[config.mk]
export PLATFORM = sky130hd
export DESIGN_NAME = calib_seq
export DESIGN_NICKNAME = d
export VERILOG_FILES = /design/src/rtl/calib_seq_pkg.sv /design/src/rtl/calib_seq_tmr.sv /design/src/rtl/calib_seq.sv
export SDC_FILE = /design/constraint.sdc
export NUM_CORES = 1
export LEC_CHECK = 0
export ABC_AREA = 1
export BUFFER_PORTS_ARGS = -buffer_cell sky130_fd_sc_hd__buf_2
export CORE_UTILIZATION = 35
export DETAILED_ROUTE_END_ITERATION = 8
export SLEW_MARGIN = 25
export SYNTH_ARGS = -nofsm -noshare
export SYNTH_HDL_FRONTEND = slang
export SYNTH_SLANG_ARGS = --single-unit
[constraint.sdc]
create_clock -name CLKCMS -period 1.62 [get_ports CLKCMS]
set_input_delay 0.162 -clock CLKCMS [delete_from_list [all_inputs] [get_ports CLKCMS]]
set_output_delay 0.162 -clock CLKCMS [all_outputs]
set_load 0.05 [all_outputs]
[src/rtl/calib_seq_pkg.sv]
// -----------------------------------------------------------------------------
// calib_seq_pkg
// Shared types and defaults for the calibration pulse sequencer.
//   state_t     : sequencer states
//   mode_t      : request-type selection (MODE input encoding)
//   DEF_*       : default parameter values for widths and timeout
//   fire_is_inj : picks inject vs. pulse for the next request
// -----------------------------------------------------------------------------
package calib_seq_pkg;

   localparam int DEF_CNT_W = 8;
   localparam int DEF_GAP_W = 12;
   localparam int DEF_TMO   = 512;

   typedef enum logic [2:0] {
      ST_IDLE,
      ST_ARM,
      ST_FIRE,
      ST_WAIT_L1A,
      ST_GAP,
      ST_DONE
   } state_t;

   typedef enum logic [1:0] {
      MODE_INJ   = 2'd0,
      MODE_PLS   = 2'd1,
      MODE_ALT   = 2'd2,
      MODE_INJ_B = 2'd3
   } mode_t;

   // alt_pls is the alternate toggle: 0 = next request is inject.
   function automatic logic fire_is_inj(input mode_t mode, input logic alt_pls);
      case (mode)
         MODE_PLS: return 1'b0;
         MODE_ALT: return !alt_pls;
         default:  return 1'b1;
      endcase
   endfunction

endpackage

[src/rtl/calib_seq_tmr.sv]
// -----------------------------------------------------------------------------
// calib_seq_tmr
// Loadable down-counter shared by the L1A timeout and the inter-pulse gap.
//   clk   : clock
//   rst_n : asynchronous active-low reset
//   load  : load val (has priority over en)
//   en    : count down by one; holds at zero
//   val   : load value
//   zero  : counter is at zero
// -----------------------------------------------------------------------------
module calib_seq_tmr
   import calib_seq_pkg::*;
#(
   parameter int W = DEF_GAP_W
) (
   input  logic         clk,
   input  logic         rst_n,
   input  logic         load,
   input  logic         en,
   input  logic [W-1:0] val,
   output logic         zero
);

   logic [W-1:0] cnt;

   // NOTE: sequential state uses non-blocking assignments so every register
   // samples pre-edge values regardless of block ordering.
   always_ff @(posedge clk or negedge rst_n) begin
      if (!rst_n) begin
         cnt <= '0;
      end else if (load) begin
         cnt <= val;
      end else if (en && cnt != '0) begin
         cnt <= cnt - W'(1);
      end
   end

   assign zero = (cnt == '0);

endmodule

[src/rtl/calib_seq.sv]
// -----------------------------------------------------------------------------
// calib_seq
// Calibration pulse sequencer: issues NPULSE single-clock inject/pulse
// requests, waits for each returned CAL_GTRG, enforces a GAP+1 clock gap and
// counts completed pulses. Times out to ERR if CAL_GTRG never returns.
//   CLKCMS      : 40 MHz CMS clock
//   RST_N       : asynchronous active-low reset
//   START       : run request (IDLE only)      ABORT : end run early
//   HOLD        : holdoff for new requests      MODE  : request type select
//   NPULSE      : pulses per run                GAP   : gap clocks minus one
//   CAL_GTRG    : returned calibration L1A
//   CCBINJ_REQ  : inject request                CCBPLS_REQ : pulse request
//   BUSY        : run in progress               DONE  : end-of-run strobe
//   ERR         : sticky timeout flag           PCNT  : completed pulses
// All outputs are registered from the current state, so they trail the
// state register by one clock.
// -----------------------------------------------------------------------------
module calib_seq
   import calib_seq_pkg::*;
#(
   parameter int CNT_W = DEF_CNT_W,
   parameter int GAP_W = DEF_GAP_W,
   parameter int TMO   = DEF_TMO
) (
   input  logic             CLKCMS,
   input  logic             RST_N,
   input  logic             START,
   input  logic             ABORT,
   input  logic             HOLD,
   input  logic [1:0]       MODE,
   input  logic [CNT_W-1:0] NPULSE,
   input  logic [GAP_W-1:0] GAP,
   input  logic             CAL_GTRG,
   output logic             CCBINJ_REQ,
   output logic             CCBPLS_REQ,
   output logic             BUSY,
   output logic             DONE,
   output logic             ERR,
   output logic [CNT_W-1:0] PCNT
);

   localparam logic [GAP_W-1:0] TMO_LOAD = GAP_W'(TMO - 1);
   localparam logic [CNT_W-1:0] CNT_MAX  = '1;

   state_t           state;
   mode_t            mode_sh;
   logic [CNT_W-1:0] npulse_sh;
   logic [GAP_W-1:0] gap_sh;
   logic             alt_pls;
   logic [CNT_W-1:0] cnt;
   logic             err_flag;

   logic             req_active;
   logic             tmr_load;
   logic             tmr_en;
   logic [GAP_W-1:0] tmr_val;
   logic             tmr_zero;
   logic             tmo_hit;

   // The request is still on the wire during the first WAIT_L1A clock; the
   // timeout window is loaded then and starts when the request drops.
   assign req_active = CCBINJ_REQ | CCBPLS_REQ;
   assign tmo_hit    = (state == ST_WAIT_L1A) && !req_active && tmr_zero;

   // NOTE: every signal written here gets a default first, so no path through
   // the block leaves a value held and no latch is inferred.
   always_comb begin
      tmr_load = 1'b0;
      tmr_en   = 1'b0;
      tmr_val  = '0;
      case (state)
         ST_WAIT_L1A: begin
            if (CAL_GTRG) begin
               tmr_load = 1'b1;
               tmr_val  = gap_sh;
            end else if (req_active) begin
               tmr_load = 1'b1;
               tmr_val  = TMO_LOAD;
            end else begin
               tmr_en = 1'b1;
            end
         end
         ST_GAP:  tmr_en = 1'b1;
         default: ;
      endcase
   end

   calib_seq_tmr #(.W(GAP_W)) u_tmr (
      .clk   (CLKCMS),
      .rst_n (RST_N),
      .load  (tmr_load),
      .en    (tmr_en),
      .val   (tmr_val),
      .zero  (tmr_zero)
   );

   always_ff @(posedge CLKCMS or negedge RST_N) begin
      if (!RST_N) begin
         state      <= ST_IDLE;
         mode_sh    <= MODE_INJ;
         npulse_sh  <= '0;
         gap_sh     <= '0;
         alt_pls    <= 1'b0;
         cnt        <= '0;
         err_flag   <= 1'b0;
         CCBINJ_REQ <= 1'b0;
         CCBPLS_REQ <= 1'b0;
         BUSY       <= 1'b0;
         DONE       <= 1'b0;
         ERR        <= 1'b0;
         PCNT       <= '0;
      end else begin
         CCBINJ_REQ <= (state == ST_FIRE) &&  fire_is_inj(mode_sh, alt_pls);
         CCBPLS_REQ <= (state == ST_FIRE) && !fire_is_inj(mode_sh, alt_pls);
         BUSY       <= (state != ST_IDLE);
         DONE       <= (state == ST_DONE);
         ERR        <= err_flag;
         PCNT       <= cnt;

         case (state)
            ST_IDLE: begin
               if (START) begin
                  mode_sh   <= mode_t'(MODE);
                  npulse_sh <= NPULSE;
                  gap_sh    <= GAP;
                  alt_pls   <= 1'b0;
                  cnt       <= '0;
                  err_flag  <= 1'b0;
                  state     <= (NPULSE == '0) ? ST_DONE : ST_ARM;
               end
            end
            ST_ARM: begin
               if (ABORT)      state <= ST_DONE;
               else if (!HOLD) state <= ST_FIRE;
            end
            ST_FIRE: begin
               if (mode_sh == MODE_ALT) alt_pls <= !alt_pls;
               state <= ABORT ? ST_DONE : ST_WAIT_L1A;
            end
            ST_WAIT_L1A: begin
               if (ABORT) begin
                  state <= ST_DONE;
               end else if (CAL_GTRG) begin
                  if (cnt != CNT_MAX) cnt <= cnt + CNT_W'(1);
                  state <= ST_GAP;
               end else if (tmo_hit) begin
                  err_flag <= 1'b1;
                  state    <= ST_DONE;
               end
            end
            ST_GAP: begin
               if (ABORT)         state <= ST_DONE;
               else if (tmr_zero) state <= (cnt == npulse_sh) ? ST_DONE : ST_ARM;
            end
            ST_DONE: state <= ST_IDLE;
            default: state <= ST_IDLE;
         endcase
      end
   end

endmodule

Word level (Yosys, flattened, before mapping)
Cells that the tools add are included.

$add $sub $neg: 2. Equal/unequal tests: 19. Muxes and demuxes: 36. Bitwise operators: 1. Reduce and logical (&&, ||, !) cells: 21.

Operator list (number): $mux W12 (4); $mux W3 (11); $mux W8 (4); $pmux W8 S2 (1); $pmux W3 S5 (1); $logic_not A12 Y1 (1); $reduce_bool A12 Y1 (1); $sub A12 B1 Y12 const B (1); $mux W1 (10); $ne A2 B2 Y1 const B (5); $reduce_and A5 Y1 (2); $mux W9 (1); $add A8 B1 Y8 const B (1); $eq A8 B8 Y1 (1); $logic_not A8 Y1 (1); $ne A8 B8 Y1 const B (1); $pmux W1 S2 (4); $eq A3 B2 Y1 const B (2); $eq A3 B3 Y1 const B (2); $ne A3 B3 Y1 const B (2); $reduce_bool A2 Y1 (3); $logic_and A1 B1 Y1 (5); $ne A2 B1 Y1 const B (2); $ne A4 B4 Y1 const B (1); other kinds (10) (12).

Flip-flop bits (word level): 60. Input bits: 28. Output and inout bits: 13.

Logic depth before layout (Yosys ltp)
Gate-level depths: netlist (run 1).

Word-level depth: 8. Gate-level depth with buffers: 11. Mapped depth without buffers: 11.

Hierarchy
A second synthesis (run 1) with hierarchy kept.

Cell total of the unflattened synthesis: 421. Area total of the unflattened synthesis: 3194.3 um^2.

By module, submodules not included: calib_seq (instances 1, cells an instance 291, area each 2289.7 um^2, seq. area each 1201.2 um^2); calib_seq_tmr (instances 1, cells an instance 130, area each 904.6 um^2, seq. area each 300.3 um^2).

Worst setup path before layout (run 1)
Ideal clock, no wire load.

Path type: register to register. Start: reg u_tmr.cnt[0]. End: reg u_tmr.cnt[10]. Library setup time: 0.124 ns. Arrival: 1.330 ns. Required time: 1.496 ns. Slack: 0.166 ns. Stages on the path, launching flop included: 11. Buffers on the path: 1. Clock period less this slack: 1.454 ns. Path through: dfrtp_1 -> inv_1 -> ha_1 -> nand2_1 -> nor2_1 -> nand3_1 -> o21ai_4 -> nand2_4 -> buf_6 -> nor2_1 -> a21oi_1.

Cells in the longest elaborated chain, start to end: 3. Elaborated cells on any way between the ends: 6. Classes of those cells: add/sub: 1; mux: 2; reduce/logical: 3.

RTL lines: from (decl) (line calib_seq_tmr.sv:24) `logic [W-1:0] cnt;`; from (signal assigned) (line calib_seq_tmr.sv:32) `cnt <= val;`; from (signal assigned) (line calib_seq_tmr.sv:34) `cnt <= cnt - W'(1);`; $sub A12 B1 Y12 or $reduce_bool A12 Y1 (tied branches) (line calib_seq_tmr.sv:34, calib_seq_tmr.sv:33); $mux W12 or $logic_and A1 B1 Y1 (tied branches) (line calib_seq_tmr.sv:33) `end else if (en && cnt != '0) begin`; $mux W12 or $reduce_bool A2 Y1 (tied branches).

Several ways; a longest one is shown, not always the timed one. The select of a mux whose other input is x is not followed. A chain may end at the register's enable or synchronous reset.

Worst setup path in the final report (run 1)
Start: reg u_tmr.cnt[8]. End: reg u_tmr.cnt[10].

The elaborated chain is that of the path after synthesis.

==> results of run 1 <==
[per-stage QoR]
step / TNS (ns) / power [mW] / worst slack, ns / area (um^2) / util
final: 0 / 6.98 / 0.0746 / 3780 / 0.458
after global placement: 0 / 5.11 / 0.0953 / 3440 / 0.417
after floorplan: 0 / 4.44 / 0.166 / 3000 / -
after global routing: -0.00241 / 7.55 / -0.00241 / 3780 / 0.458
after detailed placement: 0 / 5.19 / 0.0251 / 3440 / 0.417
after CTS: 0 / 6.90 / 0.0132 / 3710 / 0.449
[cells by family (layout without fill, tap and decap cells)]
family | Yosys count | after routing | synth area share
DFF | 60 | 60 | 0.501
xor gates and xnor gates | 13 | 13 | 0.0380
adders and majority gates | 3 | 3 | 0.0125
buffers and inverters | 51 | 122 | 0.0710
AOI/OAI and AO/OA | 62 | 62 | 0.124
and+or+nand+nor | 178 | 179 | 0.253
[tightest hold or removal path, stage by stage]
cell	delay (ns)
buf_2	0.07
nand2_1	0.04
nand2_1	0.04
[flip-flops by register name (all words and copies together), names as in the netlist, 2 cells and up]
register	count
cnt	8
gap_sh	12
state	3
npulse_sh	8
PCNT	8
u_tmr.cnt	12
mode_sh	2
[routing by layer]
layer	vias to the layer above	wire [um]	track usage
met5	-	0	0
met4	0	97	0.0720
met3	7	197	0.0322
met2	36	2970	0.257
met1	1173	3230	0.207
li1	1329	-	-
[worst min-delay path by stage]
stage                     depth (start not counted)                  endpoint
after floorplan                                   0            BUSY$_DFF_PN0_
after global routing                              3     gap_sh[9]$_DFFE_PN0P_
final                                             3     gap_sh[4]$_DFFE_PN0P_
after detailed placement                          1  npulse_sh[3]$_DFFE_PN0P_
after global placement                            1  npulse_sh[3]$_DFFE_PN0P_
after CTS                                         3    gap_sh[10]$_DFFE_PN0P_
[power breakdown]
group	switching, mW	internal, mW
sequential	0.382	2.05
combinational	1.79	1.07
clock	0.657	1.03
total	2.83	4.16
[placed cells by master, fill, tap and decap left out, types with 3 or more instances in the layout]
cell / instances
buf_4: 15
nand2_1: 113
buf_2: 40
xnor2_1: 6
a21oi_1: 8
inv_1: 36
xor2_1: 7
o21ai_1: 6
clkbuf_8: 9
o22ai_1: 3
nand3_1: 15
dfrtp_1: 59
nand2_2: 4
bufinv_16: 3
o31ai_1: 5
nor2_2: 6
inv_2: 7
nor2_1: 27
o21ai_0: 29
nand4_1: 5
[area by class of cell]
| cell class | count | area [um^2] | share of cell area |
|---|---|---|---|
| flip-flops and latches | 60 | 1500 | 0.398 |
| multi-input cells | 257 | 1330 | 0.351 |
| repair buffers | 61 | 395 | 0.105 |
| inverters | 45 | 176 | 0.0467 |
| well taps | 105 | 131 | 0.0348 |
| clock buffers | 9 | 124 | 0.0328 |
| clock inverters | 7 | 124 | 0.0328 |
[what timing repair did]
item / in CTS / in global routing
resized for setup: 0 / 18
endpoints found under the setup margin: 0 / 34
buffers inserted: 0 / 2
hold endpoints to repair: 61 / 0
hold buffers: 2 / 0
==> reports/qor.yml, run 1 <==
clock_tree:
  clockBufferDepth: 2
  htreeDepth: 3
  root_buffer: "clkbuf_8"
  clk_pin_slew_ns: 0.07
  cts-buffers-inserted: 9
  cts.sinks: 60
  clk_latency_ns: 0.35
  cts_tree: "yes"
synth:
  synth_edf_count: 0
  synth_area_leaders: "dfrtp_1 50%, nand2_1 14%, inv_1 4.9%, o21ai_0 4.8%, nor2_1 4.0%"
  syn_nets: 398
  syn-cell-area_um2: 3000
  synth_common_cells: "115 x nand2_1, 60 x dfrtp_1, 39 x inv_1, 32 x nor2_1, 29 x o21ai_0"
  syn_inst: 367
  synth_area_per_cell_um2: 8.16
  yosysMostFrequentCell: "nand2_1"
  synth_cell_types: 37
  synth_top_cell_by_area: "dfrtp_1"
  synth_top_area_share: 0.501
  synthFlopType: "dfrtp_1"
  yosysSeqAreaShare: 0.501
  synthArstFlopShare: 1.00
  ys_seq_elements: 60
  yosys_warnings: 0
global_routing:
  antenna_found_initial: 0
  grt_pass1_vias: 2378
  grt_max_degree: 38
  grt_pass1_wl_um: 10800
  grt_usage: 0.159
  gr-total-overflow: 0
floorplan:
  start_util: 0.363
  io-pin-count: 41
  coreArea_um2: 8260
  die_w_um: 94.5
  die_h_um: 94.5
  row_count: 33
  dieArea_um2: 8930
routing:
  dr.first_iter.drc_count: 103
  ant_nets: 0
  drc: 0
  vias: 2545
  routed_wl_um: 6500
  routedWlPerCell_um: 12.0
  via_per_inst: 4.68
  drt_first_pass_iters: 4
placed_design:
  gp_congestion: 0.795
  dp_cells: 523
  io_buffers: 40
  hpwlAfterDp_um: 4800
timing:
  rsz0062_at_grt: "yes"
  min_period_ns: 1.55
  worst_clock_skew_ns: 0.00788
  hold_slack_ns: 0.00609
  finalCritPeriodShare: 0.954
  maxSlewHeadroom: 0.782
  tightest_slew_ns: 0.324
  max_clock_freq_mhz: 647
  final_hold_viol_count: 0
  setup_violations: 0
  slew_violations: 0
setup_path:
  startpoint_type: "flip-flop"
  setup.worst_path.end: "u_tmr.cnt[10]$_DFFE_PN0P_"
  r2r.worst_path.cells: 9
  reg2reg_to: "u_tmr.cnt[10]$_DFFE_PN0P_"
  worst-setup-path-type: "reg2reg"
  worstPathRequired_ns: 1.85
  slowest_stage: "dfrtp_1"
  end_kind: "flip-flop"
  path_cells: "inv_2, nand2_1, nor2_2, nand3_2, o21ai_4, nand2_4, buf_4, nor2_1, a21oi_1"
  r2r_start: "u_tmr.cnt[8]$_DFFE_PN0P_"
  cp.buffers_inverters: 2
  crit_start: "u_tmr.cnt[8]$_DFFE_PN0P_"
  max_stage_delay_ns: 0.41
  cp.depth: 9
  r2r_slack_ns: 0.07
  path_max_fanout: 8
  critPathTopFamily: "simple AND/OR/NAND/NOR gates"
  worstPathArrival_ns: 1.78
power_and_ir_drop:
  power_density_nw_per_um2: 1850
  p_leak_nw: 1.93
  ir_worst_vdd_mv: 0.757
status:
  status: "completed"
final_layout:
  fillers: 841
  drive_above_1_share: 0.244
  n_antenna_cell: 0
  fin_cells: 544
  syn2layout_area_growth_pct: 26.1
  layout.nets: 465
min_path:
  hp-class: "in2reg"
  hp-start: "GAP[4]"
flow_run:
  max-cap-violations: 0
No activity file was read; power rests on OpenSTA's default activity.
==> run 2, diff against run 1 <==
--- a/config.mk
+++ b/config.mk
@@ -8,6 +8,7 @@
 export ABC_AREA = 1
 export BUFFER_PORTS_ARGS = -buffer_cell sky130_fd_sc_hd__buf_2
 export CORE_UTILIZATION = 35
+export CTS_BUF_LIST = sky130_fd_sc_hd__clkbuf_16
 export DETAILED_ROUTE_END_ITERATION = 8
 export SLEW_MARGIN = 25
 export SYNTH_ARGS = -nofsm -noshare
==> constraint.sdc (replaced) <==
create_clock -name CLKCMS -period 1.62 [get_ports CLKCMS]
set_input_delay 0.243 -clock CLKCMS [delete_from_list [all_inputs] [get_ports CLKCMS]]
set_output_delay 0.243 -clock CLKCMS [all_outputs]
set_load 0.05 [all_outputs]
==> run 2 against run 1 <==
Sequential power about the same. Clock skew is 0.0022 ns lower. Core utilization is 0.92 points higher. Highest routed layer unchanged. Global-route usage increased by 0.27 points. Clock power grew 17%. Routed wire length is 2.1% higher. Flip-flop and latch count unchanged. Clock-buffer cell count is the same. Cell area grew 2.0%. Critical path type unchanged. Maximum frequency is 1.7% higher.
==> reports/qor.yml, run 2 (synthesized netlist as in run 1, its figures left out) <==
power_and_ir_drop:
  p_leak_nw: 1.97  # was 1.93 nW
  internal_power_mw: 4.49  # was 4.16 mW
  p_switching_mw: 2.88  # was 2.83 mW
  switching_share: 0.390  # was 0.405
  p_comb_frac: 0.401  # was 0.410
  power_density_nw_per_um2: 1910  # was 1850 nW/um^2
  power_mw: 7.37  # was 6.98 mW
  ir_worst_vdd_mv: 0.826  # was 0.757 mV
  pwr-share-seq: 0.329  # was 0.348
  pwr-share-clk: 0.269  # was 0.242
routing:
  vias: 2563  # was 2545
  drt_first_pass_iters: 5  # was 4
  routed_wl_um: 6640  # was 6500 um
  via_per_inst: 4.69  # was 4.68
  ant_nets: 0  # unchanged
  dr.first_iter.drc_count: 152  # was 103
  drc: 0  # unchanged
  routedWlPerCell_um: 12.2  # was 12.0 um
floorplan:
  die_h_um: 94.5  # unchanged
  coreArea_um2: 8260  # unchanged
  die_w_um: 94.5  # unchanged
  dieArea_um2: 8930  # unchanged
  start_util: 0.363  # unchanged
  row_count: 33  # unchanged
  io-pin-count: 41  # unchanged
timing:
  fin_setup_tns_ns: 0  # unchanged
  maxSlewHeadroom: 0.783  # was 0.782
  tightest_slew_ns: 0.325  # was 0.324 ns
  final_hold_viol_count: 0  # unchanged
  min_period_ns: 1.52  # was 1.55 ns
  finalCritPeriodShare: 0.938  # was 0.954
  worst_clock_skew_ns: 0.00567  # was 0.00788 ns
  slew_violations: 0  # unchanged
  max_clock_freq_mhz: 658  # was 647 MHz
  setup_violations: 0  # unchanged
placed_design:
  dp_cells: 523  # unchanged
  hpwlAfterDp_um: 4660  # was 4800 um
  io_buffers: 40  # unchanged
  placed_area_um2: 3430  # was 3440 um^2
  gp_congestion: 0.838  # was 0.795
final_layout:
  fin_cells: 546  # was 544
  fin_area_um2: 3850  # was 3780 um^2
  mostFrequentLayoutCells: "112 x nand2_1, 60 x dfrtp_1, 40 x buf_2, 37 x inv_1, 29 x o21ai_0"  # was 113 x nand2_1, 59 x dfrtp_1, 40 x buf_2, 36 x inv_1, 29 x o21ai_0
  fin_util: 0.467  # was 0.458
  syn2layout_area_growth_pct: 28.7  # was 26.1%
  fillers: 813  # was 841
  layout_commonest_cell: "nand2_1"  # unchanged
  layout.nets: 468  # was 465
  reg_top3: "gap_sh (12), u_tmr.cnt (12)"  # unchanged
  n_antenna_cell: 0  # unchanged
  drive_above_1_share: 0.252  # was 0.244
min_path:
  hp-class: "in2reg"  # unchanged
setup_path:
  startpoint_type: "flip-flop"  # unchanged
  end_kind: "flip-flop"  # unchanged
  worstPathArrival_ns: 1.77  # was 1.78 ns
  path_common_cell: "buf_4"
  path_max_fanout: 10  # was 8
  path_cells: "buf_4, nand3_4, inv_4, o21ai_4, nand2_4, buf_4, a31oi_2"  # was inv_2, nand2_1, nor2_2, nand3_2, o21ai_4, nand2_4, buf_4, nor2_1, a21oi_1
  worstPathRequired_ns: 1.87  # was 1.85 ns
  slowest_stage: "dfrtp_1"  # unchanged
  max_stage_delay_ns: 0.38  # was 0.41 ns
  worst-setup-path-type: "reg2reg"  # unchanged
global_routing:
  gr-total-overflow: 0  # unchanged
  grt_usage: 0.162  # was 0.159
  grt_pass1_wl_um: 10900  # was 10800 um
  antenna_found_initial: 0  # unchanged
  grt_pass1_vias: 2340  # was 2378
  grt_max_degree: 61  # was 38
clock_tree:
  htreeDepth: 3  # unchanged
  clockBufferDepth: 2  # unchanged
  root_buffer: "clkbuf_16"  # was clkbuf_8
  cts-buffers-inserted: 9  # unchanged
  clk_pin_slew_ns: 0.05  # was 0.07 ns
  cts.sinks: 60  # unchanged
  cts_tree: "yes"  # unchanged
  clk_latency_ns: 0.33  # was 0.35 ns
status:
  status: "completed"  # unchanged
flow_run:
  max-cap-violations: 0  # unchanged
run 2: cell types whose count changed in the layout (fill, tap and decap cells not counted), sizes merged:
cell and delta:
nand2 +1, buf +2, bufinv -1, clkinv +1
dlygate4sd3 -1
run 2: power by group through the flow:
stage | sequential, mW | combinational, mW | clock [mW]
6_report | 2.43 | 2.96 | 1.98
5_1_grt | 2.50 | 3.34 | 2.10
4_1_cts | 2.41 | 2.77 | 2.02
3_5_place_dp | 2.42 | 2.75 | 0
3_3_place_gp | 2.42 | 2.69 | 0
2_1_floorplan | 2.60 | 1.84 | 0
run 2: final timing paths:
| kind | cells past startpoint | from | slack (ns) | endpoint |
|---|---|---|---|---|
| min | 3 | GAP[11] | 0.10 | gap_sh[11]$_DFFE_PN0P_ |
| min in group asynchronous | 3 | RST_N | 0.44 | npulse_sh[3]$_DFFE_PN0P_ |
| max | 7 | state[0]$_DFFE_PN0P_ | 0.10 | u_tmr.cnt[5]$_DFFE_PN0P_ |
| max in group asynchronous | 3 | RST_N | 0.91 | cnt[7]$_DFFE_PN0P_ |
| min reg2reg | 0 | err_flag$_DFFE_PN0P_ | 0.40 | ERR$_DFF_PN0_ |
| max reg2reg | 7 | state[0]$_DFFE_PN0P_ | 0.10 | u_tmr.cnt[5]$_DFFE_PN0P_ |
run 2: layout make-up:
type	instances	area [um^2]	share of cell area
repair buffers	62	388	0.101
clock buffers	9	225	0.0584
inverters	45	176	0.0458
clock inverters	6	81.3	0.0211
repair inverters	1	5.00	0.00130
multi-input cells	258	1350	0.349
well taps	105	131	0.0341
flip-flops and latches	60	1500	0.389
run 2: layer usage:
metal | global-route usage | share of wire | up-vias
met5 | 0 | 0 | -
met4 | 0.0694 | 0.015 | 0
met3 | 0.0499 | 0.042 | 5
met2 | 0.251 | 0.45 | 49
met1 | 0.209 | 0.49 | 1179
li1 | - | - | 1330
run 2: worst max-delay path, delay by kind of cell (launching register included):
kind	cells	cell delay (ns)
buffers and inverters	3	0.40
AO/OA/AOI/OAI	2	0.37
AND/OR/NAND/NOR	2	0.28
flip-flops	1	0.38
run 2: per-stage QoR:
step	setup slack (ns)	hold slack [ns]
2_1_floorplan	0.166	-0.0526
3_3_place_gp	0.0871	0.275
3_5_place_dp	0.0425	0.281
4_1_cts	0.0346	0.0965
5_1_grt	-0.00163	0.113
6_report	0.101	0.102
run 2: repair_timing:
item | CTS | global route
resized for setup | 0 | 21
setup endpoints to repair | 0 | 18
hold endpoints to repair | 60 | 0
setup buffers | 0 | 4
hold buffers | 1 | 0
==> run 3, diff against run 2 <==
==> constraint.sdc (replaced) <==
create_clock -name CLKCMS -period 1.8 [get_ports CLKCMS]
set_input_delay 0.27 -clock CLKCMS [delete_from_list [all_inputs] [get_ports CLKCMS]]
set_output_delay 0.27 -clock CLKCMS [all_outputs]
set_load 0.05 [all_outputs]
==> run 3 against run 2 <==
Sequential power fell by 7%. Setup slack improved by 0.086 ns. Cell count fell by 2.9%. First-iteration DRC count fell by 14%. Die area did not move. Routed wire length fell by 0.17%. Clock-buffer cell count did not move. Via count fell by 3.8%. Flip-flop and latch count did not move. Register-to-register slack improved by 0.09 ns. Non-clock buffer count fell by 14. Largest power group unchanged.
==> reports/qor.yml, run 3 (synthesized netlist as in run 1, its figures left out) <==
floorplan:
  io-pin-count: 41  # unchanged
  start_util: 0.363  # unchanged
  dieArea_um2: 8930  # unchanged
  die_w_um: 94.5  # unchanged
  row_count: 33  # unchanged
  coreArea_um2: 8260  # unchanged
  die_h_um: 94.5  # unchanged
setup_path:
  max_stage_delay_ns: 0.45  # was 0.38 ns
  end_kind: "flip-flop"  # unchanged
  path_common_cell: "nand2_1"  # was buf_4
  worstPathRequired_ns: 2.02  # was 1.87 ns
  path_max_fanout: 9  # was 10
  path_cells: "ha_1, nand2_1, nor3_2, nand4_1, nand3_2, buf_4, nand2_1, o31ai_1"  # was buf_4, nand3_4, inv_4, o21ai_4, nand2_4, buf_4, a31oi_2
  worstPathArrival_ns: 1.84  # was 1.77 ns
  worst-setup-path-type: "reg2reg"  # unchanged
  critPathTopFamily: "simple AND/OR/NAND/NOR gates"  # was buffers and inverters
  cp.buffers_inverters: 1  # was 3
  slowest_stage: "dfrtp_1"  # unchanged
  startpoint_type: "flip-flop"  # unchanged
final_layout:
  layout.nets: 451  # was 468
  drive_above_1_share: 0.186  # was 0.252
  layout_commonest_cell: "nand2_1"  # unchanged
  reg_top3: "gap_sh (12), u_tmr.cnt (12)"  # unchanged
  mostFrequentLayoutCells: "115 x nand2_1, 60 x dfrtp_1, 41 x inv_1, 40 x buf_2, 31 x nor2_1"  # was 112 x nand2_1, 60 x dfrtp_1, 40 x buf_2, 37 x inv_1, 29 x o21ai_0
  n_antenna_cell: 0  # unchanged
  fin_area_um2: 3680  # was 3850 um^2
  fillers: 824  # was 813
  syn2layout_area_growth_pct: 22.8  # was 28.7%
clock_tree:
  cts.sinks: 60  # unchanged
  clk_pin_slew_ns: 0.06  # was 0.05 ns
  cts-buffers-inserted: 9  # unchanged
  cts_tree: "yes"  # unchanged
  root_buffer: "clkbuf_16"  # unchanged
  clk_latency_ns: 0.32  # was 0.33 ns
  clockBufferDepth: 2  # unchanged
  post_cts_buffers: 0  # unchanged
  htreeDepth: 3  # unchanged
placed_design:
  io_buffers: 40  # unchanged
  gp_congestion: 0.817  # was 0.838
  hpwlAfterDp_um: 4750  # was 4660 um
  placed_area_um2: 3350  # was 3430 um^2
power_and_ir_drop:
  p_leak_nw: 1.89  # was 1.97 nW
  ir_worst_vdd_mv: 0.528  # was 0.826 mV
  power_density_nw_per_um2: 1720  # was 1910 nW/um^2
timing:
  max_clock_freq_mhz: 620  # was 658 MHz
  setup_violations: 0  # unchanged
  final_hold_viol_count: 0  # unchanged
  finalCritPeriodShare: 0.896  # was 0.938
  hold_slack_ns: 0.138  # was 0.102 ns
  worst_clock_skew_ns: 0.00788  # was 0.00567 ns
  fin_setup_tns_ns: 0  # unchanged
  tightest_slew_ns: 0.314  # was 0.325 ns
  min_period_ns: 1.61  # was 1.52 ns
  slew_violations: 0  # unchanged
  rsz0062_at_grt: "no"
  maxSlewHeadroom: 0.789  # was 0.783
routing:
  drc: 0  # unchanged
  vias: 2466  # was 2563
  dr.first_iter.drc_count: 131  # was 152
  ant_nets: 0  # unchanged
  routedWlPerCell_um: 12.5  # was 12.2 um
  via_per_inst: 4.65  # was 4.69
  routed_wl_um: 6630  # was 6640 um
  drt_first_pass_iters: 4  # was 5
global_routing:
  gr-total-overflow: 0  # unchanged
  grt_pass1_wl_um: 11300  # was 10900 um
  grt_max_degree: 61  # unchanged
  grt_usage: 0.166  # was 0.162
  grt_pass1_vias: 2440  # was 2340
  antenna_found_initial: 0  # unchanged
status:
  status: "completed"  # unchanged
min_path:
  hp-class: "in2reg"  # unchanged
flow_run:
  max-cap-violations: 0  # unchanged
run 3: changes by cell type in the layout (fill, tap and decap cells not counted), sizes merged:
cell	before	now
clkinv	3	2
nand2	120	118
buf	61	47
inv	46	47
run 3: worst min-delay path, stage by stage:
cell and delay (ns):
buf_2 0.07, nand2_1 0.04, nand2_1 0.04
run 3: report_power, final:
group          internal [mW]  total (mW)  switching (mW)
Combinational          0.811        2.30            1.49
Sequential              1.85        2.25           0.402
Clock                   1.19        1.78           0.583
run 3: per-layer routing:
metal | up-vias | GRT usage | routed length (um)
met4 | 0 | 0.0783 | 95
li1 | 1286 | - | -
met2 | 39 | 0.266 | 3030
met5 | - | 0 | 0
met1 | 1133 | 0.216 | 3280
met3 | 8 | 0.0330 | 219
run 3: what timing repair did:
item,in CTS,in global routing
hold buffers,1,0
endpoints found under the setup margin,0,4
resized for setup,0,2
hold endpoints to repair,60,0
run 3: final timing paths:
| kind | start | to | slack [ns] | cells past startpoint |
|---|---|---|---|---|
| worst max-delay path | cnt[0]$_DFFE_PN0P_ | cnt[6]$_DFFE_PN0P_ | 0.19 | 8 |
| worst min-delay path | GAP[7] | gap_sh[7]$_DFFE_PN0P_ | 0.14 | 3 |
| worst max register to register | cnt[0]$_DFFE_PN0P_ | cnt[6]$_DFFE_PN0P_ | 0.19 | 8 |
| worst min register to register | err_flag$_DFFE_PN0P_ | ERR$_DFF_PN0_ | 0.43 | 0 |
| max in group asynchronous | RST_N | state[0]$_DFFE_PN0P_ | 1.05 | 3 |
| min in group asynchronous | RST_N | cnt[0]$_DFFE_PN0P_ | 0.49 | 3 |
run 3: layout make-up:
type / instances / area, um^2 / area share
Clock buffer: 9 / 225 / 0.0612
Tap cell: 105 / 131 / 0.0357
Multi-Input combinational cell: 256 / 1290 / 0.350
Inverter: 45 / 174 / 0.0473
Sequential cell: 60 / 1500 / 0.408
Timing Repair Buffer: 48 / 275 / 0.0748
Clock inverter: 7 / 83.8 / 0.0228
run 3: metrics by stage:
stage	util	setup WS, ns	cells	power [mW]
6_report	0.446	0.187	530	6.33
5_1_grt	0.446	0.0276	530	6.82
4_1_cts	0.445	0.161	530	6.37
3_5_place_dp	0.406	0.165	513	4.56
3_3_place_gp	0.406	0.232	513	4.50
2_1_floorplan	-	0.346	367	4.00
